File: config.mk
export PLATFORM = sky130hd
export DESIGN_NAME = fb_write_scheduler
export DESIGN_NICKNAME = d
export VERILOG_FILES = /design/src/rtl/fb_pkg.sv /design/src/rtl/fb_rr_arbiter.sv /design/src/rtl/fb_write_scheduler.sv
export SDC_FILE = /design/constraint.sdc
export NUM_CORES = 1
export LEC_CHECK = 0
export CORE_MARGIN = 10
export CORE_UTILIZATION = 40
export CTS_BUF_LIST = sky130_fd_sc_hd__clkbuf_8 sky130_fd_sc_hd__clkbuf_16
export DETAILED_ROUTE_END_ITERATION = 10
export GPL_ROUTABILITY_DRIVEN = 1
export HOLD_SLACK_MARGIN = 0.12
export MAX_ROUTING_LAYER = met4
export PLACE_DENSITY = 0.84
export SLEW_MARGIN = 10
export SYNTH_ARGS = -nofsm -noshare
export SYNTH_HDL_FRONTEND = slang
export SYNTH_HIERARCHICAL = 1
export SYNTH_SLANG_ARGS = --single-unit
File: constraint.sdc
create_clock -name clk -period 11.3 [get_ports clk]
set_clock_uncertainty 0.15 [all_clocks]
set_input_delay 1.695 -clock clk [delete_from_list [all_inputs] [get_ports clk]]
set_output_delay 1.695 -clock clk [all_outputs]
set_load 0.005 [all_outputs]
File: src/rtl/fb_pkg.sv
// fb_pkg: frame-buffer geometry and write-scheduler types, shared with the VGA scan-out.
package fb_pkg;
  localparam logic [31:0] H_RES = 32'd320;
  localparam logic [31:0] V_RES = 32'd240;
  localparam logic [31:0] BUF_BYTES = H_RES * V_RES * 2;
  localparam logic [31:0] FILL_WORDS = H_RES * V_RES / 2;
  localparam int PIX_W = 16;
  localparam int WORD_W = 32;
  typedef enum logic {IDLE, FILL} fb_state_t;
endpackage

File: src/rtl/fb_rr_arbiter.sv
// fb_rr_arbiter: 2-way round-robin arbiter with a block input; req0 wins the first tie.
module fb_rr_arbiter (
  input  logic       clk,
  input  logic       reset,
  input  logic       i_block,
  input  logic [1:0] i_valid,
  output logic [1:0] o_grant
);
  logic r_rr_last;
  assign o_grant[0] = !i_block && i_valid[0] && (!i_valid[1] || r_rr_last);
  assign o_grant[1] = !i_block && i_valid[1] && (!i_valid[0] || !r_rr_last);
  always_ff @(posedge clk) begin
    if (!reset) r_rr_last <= 1'b1;
    else if (|o_grant) r_rr_last <= o_grant[1];
  end
endmodule

File: src/rtl/fb_write_scheduler.sv
// fb_write_scheduler: shares one BRAM write port between two pixel requesters and a
// back-buffer fill engine; buffer swaps are applied on the vsync falling edge.
module fb_write_scheduler
  import fb_pkg::*;
(
  input  logic              clk,
  input  logic              reset,
  input  logic              vga_vsync,
  input  logic              req0_valid,
  output logic              req0_ready,
  input  logic [8:0]        req0_x,
  input  logic [7:0]        req0_y,
  input  logic [PIX_W-1:0]  req0_pixel,
  input  logic              req1_valid,
  output logic              req1_ready,
  input  logic [8:0]        req1_x,
  input  logic [7:0]        req1_y,
  input  logic [PIX_W-1:0]  req1_pixel,
  input  logic              fill_start,
  input  logic [PIX_W-1:0]  fill_color,
  output logic              fill_busy,
  input  logic              swap_req,
  output logic              swap_pending,
  output logic [31:0]       front_base,
  output logic              write_drop,
  output logic [31:0]       bram_addr,
  output logic [WORD_W-1:0] bram_dout,
  output logic [3:0]        bram_we,
  output logic              bram_en
);
  fb_state_t r_state;
  logic r_live, r_vsync_d, r_front_sel;
  logic [PIX_W-1:0] r_fill_color;
  logic [15:0] r_idx;
  logic [31:0] r_fill_base;
  logic [1:0] w_grant;
  logic w_idle, w_start, w_fall, w_apply, w_oob, w_wr;
  logic [8:0] w_x;
  logic [7:0] w_y;
  logic [PIX_W-1:0] w_pix;
  logic [31:0] w_back_base, w_offset;
  // fill_busy lingers one cycle past the last fill word; treat that cycle as busy too
  assign w_idle = r_state == IDLE && !fill_busy;
  assign w_start = w_idle && fill_start;
  assign w_fall = r_vsync_d && !vga_vsync;
  assign w_apply = w_fall && swap_pending && w_idle;
  assign w_back_base = r_front_sel ? 32'd0 : BUF_BYTES;
  assign w_x = w_grant[1] ? req1_x : req0_x;
  assign w_y = w_grant[1] ? req1_y : req0_y;
  assign w_pix = w_grant[1] ? req1_pixel : req0_pixel;
  assign w_oob = 32'(w_x) >= H_RES || 32'(w_y) >= V_RES;
  assign w_wr = |w_grant && !w_oob;
  assign w_offset = w_back_base + ((32'(w_y) * H_RES + 32'(w_x)) << 1);
  assign req0_ready = w_grant[0];
  assign req1_ready = w_grant[1];
  fb_rr_arbiter u_arb (
    .clk     (clk),
    .reset   (reset),
    .i_block (!r_live || !w_idle || fill_start),
    .i_valid ({req1_valid, req0_valid}),
    .o_grant (w_grant)
  );
  always_ff @(posedge clk) begin
    if (!reset) begin
      r_state <= IDLE;
      r_live <= 1'b0;
      r_vsync_d <= 1'b1;
      r_front_sel <= 1'b0;
      r_fill_color <= '0;
      r_fill_base <= '0;
      r_idx <= '0;
      fill_busy <= 1'b0;
      swap_pending <= 1'b0;
      front_base <= '0;
      write_drop <= 1'b0;
      bram_addr <= '0;
      bram_dout <= '0;
      bram_we <= '0;
      bram_en <= 1'b0;
    end else begin
      r_live <= 1'b1;
      r_vsync_d <= vga_vsync;
      swap_pending <= w_apply ? 1'b0 : swap_pending || swap_req;
      r_front_sel <= r_front_sel ^ w_apply;
      front_base <= (r_front_sel ^ w_apply) ? BUF_BYTES : 32'd0;
      write_drop <= |w_grant && w_oob;
      if (r_state == FILL) begin
        bram_addr <= r_fill_base + {14'd0, r_idx, 2'b00};
        bram_dout <= {r_fill_color, r_fill_color};
        bram_we <= 4'b1111;
        bram_en <= 1'b1;
        r_idx <= r_idx + 16'd1;
        r_state <= r_idx == 16'(FILL_WORDS - 1) ? IDLE : FILL;
      end else begin
        r_state <= w_start ? FILL : IDLE;
        fill_busy <= w_start;
        if (w_start) begin
          r_fill_color <= fill_color;
          r_fill_base <= w_back_base;
          r_idx <= '0;
        end
        bram_addr <= w_offset & ~32'd3;
        bram_dout <= {w_pix, w_pix};
        bram_we <= w_wr ? (w_x[0] ? 4'b1100 : 4'b0011) : 4'b0000;
        bram_en <= w_wr;
      end
    end
  end
endmodule

======== Word level (Yosys, flattened, before mapping) ========
Cells that the tools add are included.
word-level totals
  flip-flop bits (word level) ............. 173
  bits of input ports ..................... 89
  output and inout bits ................... 106
cells by class
  $add $sub $neg .......................... 4
  multipliers ............................. 1
  magnitude comparators ................... 2
  equality and inequality tests ........... 1
  mux-type cells .......................... 17
  bitwise logic cells ..................... 3
  reduce and logical (&&, ||, !) cells .... 31
operators by type and width
  operator                 number
  $mux W32                 2
  $mux W16                 3
  $mux W18                 2
  $add A32 B18 Y32         1
  $add A18 B19 Y20         1
  $add A17 B9 Y18          1
  $add A16 B1 Y16 const B  1
  $eq A16 B16 Y1 const B   1
  $mux W4                  3
  $logic_and A1 B1 Y1      11
  $mul A8 B3 Y11 const B   1
  $ge A9 B9 Y1 const B     1
  $logic_not A1 Y1         9
  $mux W9                  1
  $ge A8 B8 Y1 const B     1
  $mux W8                  1
  $logic_or A1 B1 Y1       6
  $mux W1                  5
  $reduce_and A2 Y1        2
  $reduce_or A2 Y1         2
  $not A1 Y1               2
  $reduce_bool A2 Y1       1
  $xor A1 B1 Y1            1

======== Depth between registers and ports, before layout ========
  word-level depth ........................ 15
  depth in mapped cells ................... 23
  depth with buffers taken out ............ 19

======== Cells and area by module ========
Netlist, hierarchy kept.
modules (own cells, without submodules)
  module              instances  cells an instance  area an instance (µm²)  sequential area each (µm²)
  fb_write_scheduler  1          564                4,818.4                 1,541.5
  fb_rr_arbiter       1          8                  62.6                    20.0

======== Worst setup path before layout ========
OpenSTA, ideal clock, no wires.
  kind .................................... input-to-reg
  start ................................... input fill_start
  end ..................................... register bram_addr[17]
  setup time .............................. 0.079 ns
  data arrival time ....................... 6.386 ns
  required time ........................... 11.071 ns
  slack ................................... 4.685 ns
  cell stages on the path ................. 21
  buffers on the path ..................... 3
  path through ............................ nand3b_1 -> nand2b_1 -> a21oi_1 -> buf_6 -> buf_1 -> buf_2 -> mux2i_1 -> inv_1 -> ha_1 -> ha_1 -> fa_1 -> a211oi_1 -> o21bai_1 -> a21oi_2 -> xnor2_2 -> nand2b_4 -> a21oi_1 -> a221o_1 -> ha_1 -> and4bb_1 -> a211oi_2
on the way
  word-level cells in the longest chain between the ends .. 9
ends and longest elaborated chain
  element                              line                       source
  start: declaration                   fb_write_scheduler.sv:19   input logic fill_start,
  $logic_or A1 B1 Y1 *                 fb_write_scheduler.sv:59   .i_block (!r_live || !w_idle || fill_start),
  $logic_not A1 Y1 *                   fb_rr_arbiter.sv:11        assign o_grant[1] = !i_block && i_valid[1] && (!i_valid[0] || !r_rr_last);
  $logic_and A1 B1 Y1 * (2 in series)  fb_rr_arbiter.sv:11
  via req1_ready                       fb_write_scheduler.sv:15   output logic req1_ready,
  $mux W8                              fb_write_scheduler.sv:49   assign w_y = w_grant[1] ? req1_y : req0_y;
  $mul A8 B3 Y11                       fb_write_scheduler.sv:53   assign w_offset = w_back_base + ((32'(w_y) * H_RES + 32'(w_x)) << 1);
  $add A17 B9 Y18 *                    fb_write_scheduler.sv:53
  $add A18 B19 Y20 *                   fb_write_scheduler.sv:53
  $mux W32 *                           fb_write_scheduler.sv:87   if (r_state == FILL) begin
  end signal: assignment               fb_write_scheduler.sv:88   bram_addr <= r_fill_base + {14'd0, r_idx, 2'b00};
  end signal: assignment               fb_write_scheduler.sv:102  bram_addr <= w_offset & ~32'd3;
  end: declaration                     fb_write_scheduler.sv:26   output logic [31:0] bram_addr,
The timed path passes the listed nets; every way through them passes the cells marked *.
A chain may end at the register's enable or synchronous reset.

======== Final worst setup path ========
  start ................................... input fill_start
  end ..................................... register bram_addr[17]
on the way
  word-level cells in the longest chain between the ends .. 9
ends and longest elaborated chain
  element                              line
  $logic_or A1 B1 Y1 *                 fb_write_scheduler.sv:59
  $logic_not A1 Y1 *                   fb_rr_arbiter.sv:11
  $logic_and A1 B1 Y1 * (2 in series)  fb_rr_arbiter.sv:11
  $mux W8                              fb_write_scheduler.sv:49
  $mul A8 B3 Y11                       fb_write_scheduler.sv:53
  $add A17 B9 Y18 *                    fb_write_scheduler.sv:53
  $add A18 B19 Y20 *                   fb_write_scheduler.sv:53
  $mux W32 *                           fb_write_scheduler.sv:87
Every way passes the cells marked *; elsewhere a longest branch is shown, timed or not.

==> run_results.csv <==
group,metric,value,unit
detailed_routing,initialDrtViolationCount,258,
grt,grt_pass1_wl,20.2,mm
clock_tree,cts-resized-gates,0,
timing,timing.setup.tns,0,ns
detailed_routing,avgRoutedWirePerCell,15.8,µm
yosys,syn_area_per_cell,8.53,µm²
pwr,pwr_density_cell,131,mW/mm²
pwr,p_clk_share,34.0,%
detailed_routing,vias,3998,
pwr,power.share.sequential,36.7,%
final_layout,antenna_cells,0,
final_layout,final.fill_count,1052,
detailed_routing,drc,0,
clock_tree,num_clock_sinks,78,
final_layout,finalCoreUtilization,54.2,%
yosys,synthDistinctLibCells,61,
critical_path,setup.worst_path.class,"in2reg",
floorplan,die_y,130,µm
critical_path,ff2ff_setup_slack,6.10,ns
critical_path,reg2regPathDepth,19,
pwr,power_leakage,2.58,nW
critical_path,cp.required,11.41,ns
timing,achievable-frequency,154,MHz
clock_tree,postCtsSetupRepairBufs,0,
pwr,comb_power_share,29.3,%
grt,grt_use_total,15.2,%
placement,dp_hpwl,10.3,mm
clock_tree,cts_tree,"built",
clock_tree,clock_path_buffers,2,
critical_path,cp_max_stage_cell,"sky130_fd_sc_hd__a21oi_4",
floorplan,pin_count,195,
pwr,vdd.ir_drop.worst,67.8,µV
critical_path,worst_path_largest_cell_delay,0.48,ns
detailed_routing,antenna_left,0,
yosys,synth-main-ff-cell,"sky130_fd_sc_hd__dfxtp_1",
timing,finalHoldViolations,0,
yosys,seq_total_area_yosys,32.0,%
critical_path,path_delay_family,"compound AO/OA/AOI/OAI gates",
critical_path,critPathMostFrequentCell,"sky130_fd_sc_hd__ha_1",
critical_path,worstPathCellList,"clkdlybuf4s50_1, nand3b_1, nand2b_1, a21oi_4, mux2i_1, inv_1, ha_1, ha_1, fa_1, a211oi_1, o21bai_1, a21oi_2, xnor2_2, nand2b_4, a21oi_1, a221o_1, ha_1, and4bb_1, a211oi_2",
yosys,syn-cell-area,0.00488,mm²
yosys,synthesized_instance_count,572,
timing,setup_violations,0,
floorplan,die_area,0.0170,mm²
pwr,netSwitchingPower,0.237,mW
yosys,synth_edf_count,0,
timing,fin_hold_ws,0.313,ns
yosys,asyncSetResetFlopFracSynth,0,%
floorplan,initial_cell_density_of_the_core,40.8,%
final_layout,seq_area,0.00156,mm²
worst_hold_path,hold_path_end,"r_fill_color[14]$_SDFFE_PN0P_",
final_layout,drive_above_1_share,5.92,%
critical_path,reg2reg_from,"fill_busy$_SDFFE_PN0N_",
worst_hold_path,min_path_cells,2,
clock_tree,cts-htree-levels,3,
detailed_routing,drt_wl_total,13.3,mm
grt,globalRoute.totalOverflow,0,
critical_path,worstSetupStartpointType,"input pin",
critical_path,worstPathBufferInverterCount,2,
timing,drv_slew,0,
placement,port-buffer-count,152,
critical_path,timing.critical_path.fanout_max,15,
floorplan,placeableCoreArea,0.0120,mm²
timing,timing.max_slew.rel_slack,25.9,%
timing,min_period_over_period,57.4,%
clock_tree,clk_latency,0.33,ns
floorplan,dieWidth,130,µm
pwr,internal_power,0.613,mW
floorplan,rows,40,
detailed_routing,drt_pre_antenna_iters,4,
clock_tree,clkSlewWorstSetupHoldPaths,0.06,ns
critical_path,timing.critical_path.arrival,6.60,ns
grt,grt_max_degree,77,
grt,grt_pass1_vias,3991,
yosys,ys_ff_latch,78,
timing,tightestPinTransition,1.11,ns
final_layout,final_net_count,806,
worst_hold_path,worst_hold_path_type,"reg2reg",
outcome,status,"finished clean",
clock_tree,numCtsBuffers,9,
yosys,ys_warn_count,6,
critical_path,r2r-end,"bram_addr[17]$_SDFF_PN0_",
timing,rsz0062_at_grt,"no",
timing,finalWorstPathRequiredPeriod,6.49,ns
detailed_routing,detail_route.vias_per_cell,4.77,
run,maxCapViolCount,0,
placement,routabilityCongestion,0.920,
pwr,power.share.switching,27.9,%
grt,antenna_found_initial,0,
final_layout,multi_input_logic_area,0.00282,mm²
critical_path,cp-end-kind,"register",
clock_tree,cts_root_buf,"sky130_fd_sc_hd__clkbuf_16",
worst_hold_path,min-delay-start,"r_fill_color[14]$_SDFFE_PN0P_",
final_layout,areaGrowthSynthToFinish,32.8,%
clock_tree,ctsHoldBuffers,0,
-- worst max-delay path by stage --
stage               startpoint                  endpoint  slack [ns]  cells past startpoint
global route        fill_start  bram_addr[17]$_SDFF_PN0_        4.54                     19
CTS                 fill_start  bram_addr[17]$_SDFF_PN0_        4.82                     19
floorplan           fill_start  bram_addr[17]$_SDFF_PN0_        4.68                     21
finish              fill_start  bram_addr[17]$_SDFF_PN0_        4.81                     19
detailed placement  fill_start  bram_addr[17]$_SDFF_PN0_        4.50                     19
global placement    fill_start  bram_addr[17]$_SDFF_PN0_        4.66                     19
-- routing by layer --
metal | global-route usage (%) | share of wire [%] | vias up
met1 | 18.4 | 43 | 1823
met4 | 6.15 | 2.2 | 0
li1 | - | - | 2047
met2 | 24.5 | 49 | 109
met5 | - | 0 | -
met3 | 2.86 | 5.9 | 19
-- cells by family (layout without fill, tap and decap cells) --
family / count (synthesis) / in the layout / share of synthesized area (%)
xor gates and xnor gates: 26 / 26 / 5.28
DFF: 78 / 78 / 32.0
muxes: 37 / 37 / 7.97
buffers and inverters: 111 / 189 / 13.6
AOI/OAI and AO/OA: 102 / 102 / 13.9
adders and majority gates: 28 / 28 / 7.79
other: 1 / 43 / 0.0768
and+or+nand+nor: 189 / 189 / 19.4
-- state kept, by name, summed over array words and instances (netlist names), 2 cells and up --
signal,flops
bram_addr,18
bram_dout,16
r_fill_color,16
r_idx,16
bram_we,2
-- worst reg2reg max path: cells and delay by family, from the launching register on --
kind            cells  cell delay (ns)
buf+inv             1             0.12
compound gates      7             1.71
xor+xnor            1             0.18
mux                 1             0.36
fa+ha+maj           4             1.27
simple gates        5             1.02
flops               1             0.32
-- through the flow --
step	power, mW	cell area, µm²	instances	worst slack (ns)
final	0.850	6480	839	4.81
after global placement	0.561	6180	825	4.66
after floorplan	0.471	5040	614	4.68
after detailed placement	0.565	6180	825	4.50
after global routing	0.896	6480	839	4.54
after CTS	0.856	6480	839	4.82
-- area by class of cell --
| cell class | instances | area share [%] |
|---|---|---|
| clock buffer | 11 | 3.90 |
| tap | 147 | 2.84 |
| inverter | 20 | 1.16 |
| multi-input combinational | 425 | 43.6 |
| clock inverter | 3 | 0.695 |
| sequential | 78 | 24.1 |
| timing repair buffer | 155 | 23.7 |
-- power groups by stage --
stage / Sequential (mW) / Combinational (mW) / Clock, mW
floorplan: 0.316 / 0.155 / 0
global placement: 0.317 / 0.243 / 0
detailed placement: 0.318 / 0.248 / 0
CTS: 0.312 / 0.251 / 0.293
global route: 0.315 / 0.278 / 0.303
finish: 0.312 / 0.249 / 0.289
-- synthesized netlist by cell type, types with 3 or more instances --
master	n	area share, %
sky130_fd_sc_hd__nand2_1	79	6.1
sky130_fd_sc_hd__dfxtp_1	78	32
sky130_fd_sc_hd__buf_4	64	9.8
sky130_fd_sc_hd__o21ai_0	36	3.7
sky130_fd_sc_hd__mux2i_1	31	6.4
sky130_fd_sc_hd__and2_1	30	3.8
sky130_fd_sc_hd__ha_1	24	6.2
sky130_fd_sc_hd__clkbuf_1	23	1.8
sky130_fd_sc_hd__nor2_1	23	1.8
sky130_fd_sc_hd__a21boi_0	20	3.1
sky130_fd_sc_hd__inv_1	20	1.5
sky130_fd_sc_hd__a21oi_1	11	1.1
sky130_fd_sc_hd__xnor2_1	11	2.0
sky130_fd_sc_hd__xor2_1	11	2.0
sky130_fd_sc_hd__and3_1	9	1.2
sky130_fd_sc_hd__nand3_1	8	0.82
sky130_fd_sc_hd__nand2b_1	6	0.77
sky130_fd_sc_hd__nand4_1	6	0.77
sky130_fd_sc_hd__mux2_2	5	1.2
sky130_fd_sc_hd__nor2b_1	5	0.64
sky130_fd_sc_hd__nor3_1	5	0.51
sky130_fd_sc_hd__o211a_1	5	1.0
sky130_fd_sc_hd__o21a_1	5	0.77
sky130_fd_sc_hd__fa_1	4	1.6
sky130_fd_sc_hd__o21bai_1	3	0.46
sky130_fd_sc_hd__or3_1	3	0.38
-- cells in the final DEF (no fill, tap or decap), types with 3 or more instances in the layout --
master,n
sky130_fd_sc_hd__clkdlybuf4s50_1,151
sky130_fd_sc_hd__nand2_1,79
sky130_fd_sc_hd__dfxtp_1,77
sky130_fd_sc_hd__conb_1,43
sky130_fd_sc_hd__o21ai_0,36
sky130_fd_sc_hd__mux2i_1,31
sky130_fd_sc_hd__and2_1,30
sky130_fd_sc_hd__ha_1,24
sky130_fd_sc_hd__nor2_1,23
sky130_fd_sc_hd__inv_1,20
sky130_fd_sc_hd__a21boi_0,20
sky130_fd_sc_hd__xor2_1,11
sky130_fd_sc_hd__xnor2_1,11
sky130_fd_sc_hd__a21oi_1,10
sky130_fd_sc_hd__and3_1,9
sky130_fd_sc_hd__clkbuf_16,9
sky130_fd_sc_hd__nand3_1,8
sky130_fd_sc_hd__nand4_1,6
sky130_fd_sc_hd__nand2b_1,6
sky130_fd_sc_hd__mux2_2,5
sky130_fd_sc_hd__nor2b_1,5
sky130_fd_sc_hd__nor3_1,5
sky130_fd_sc_hd__o211a_1,5
sky130_fd_sc_hd__o21a_1,5
sky130_fd_sc_hd__fa_1,4
sky130_fd_sc_hd__o21bai_1,3
sky130_fd_sc_hd__or3_1,3
sky130_fd_sc_hd__buf_4,3
No activity file was read; power rests on OpenSTA's default activity.
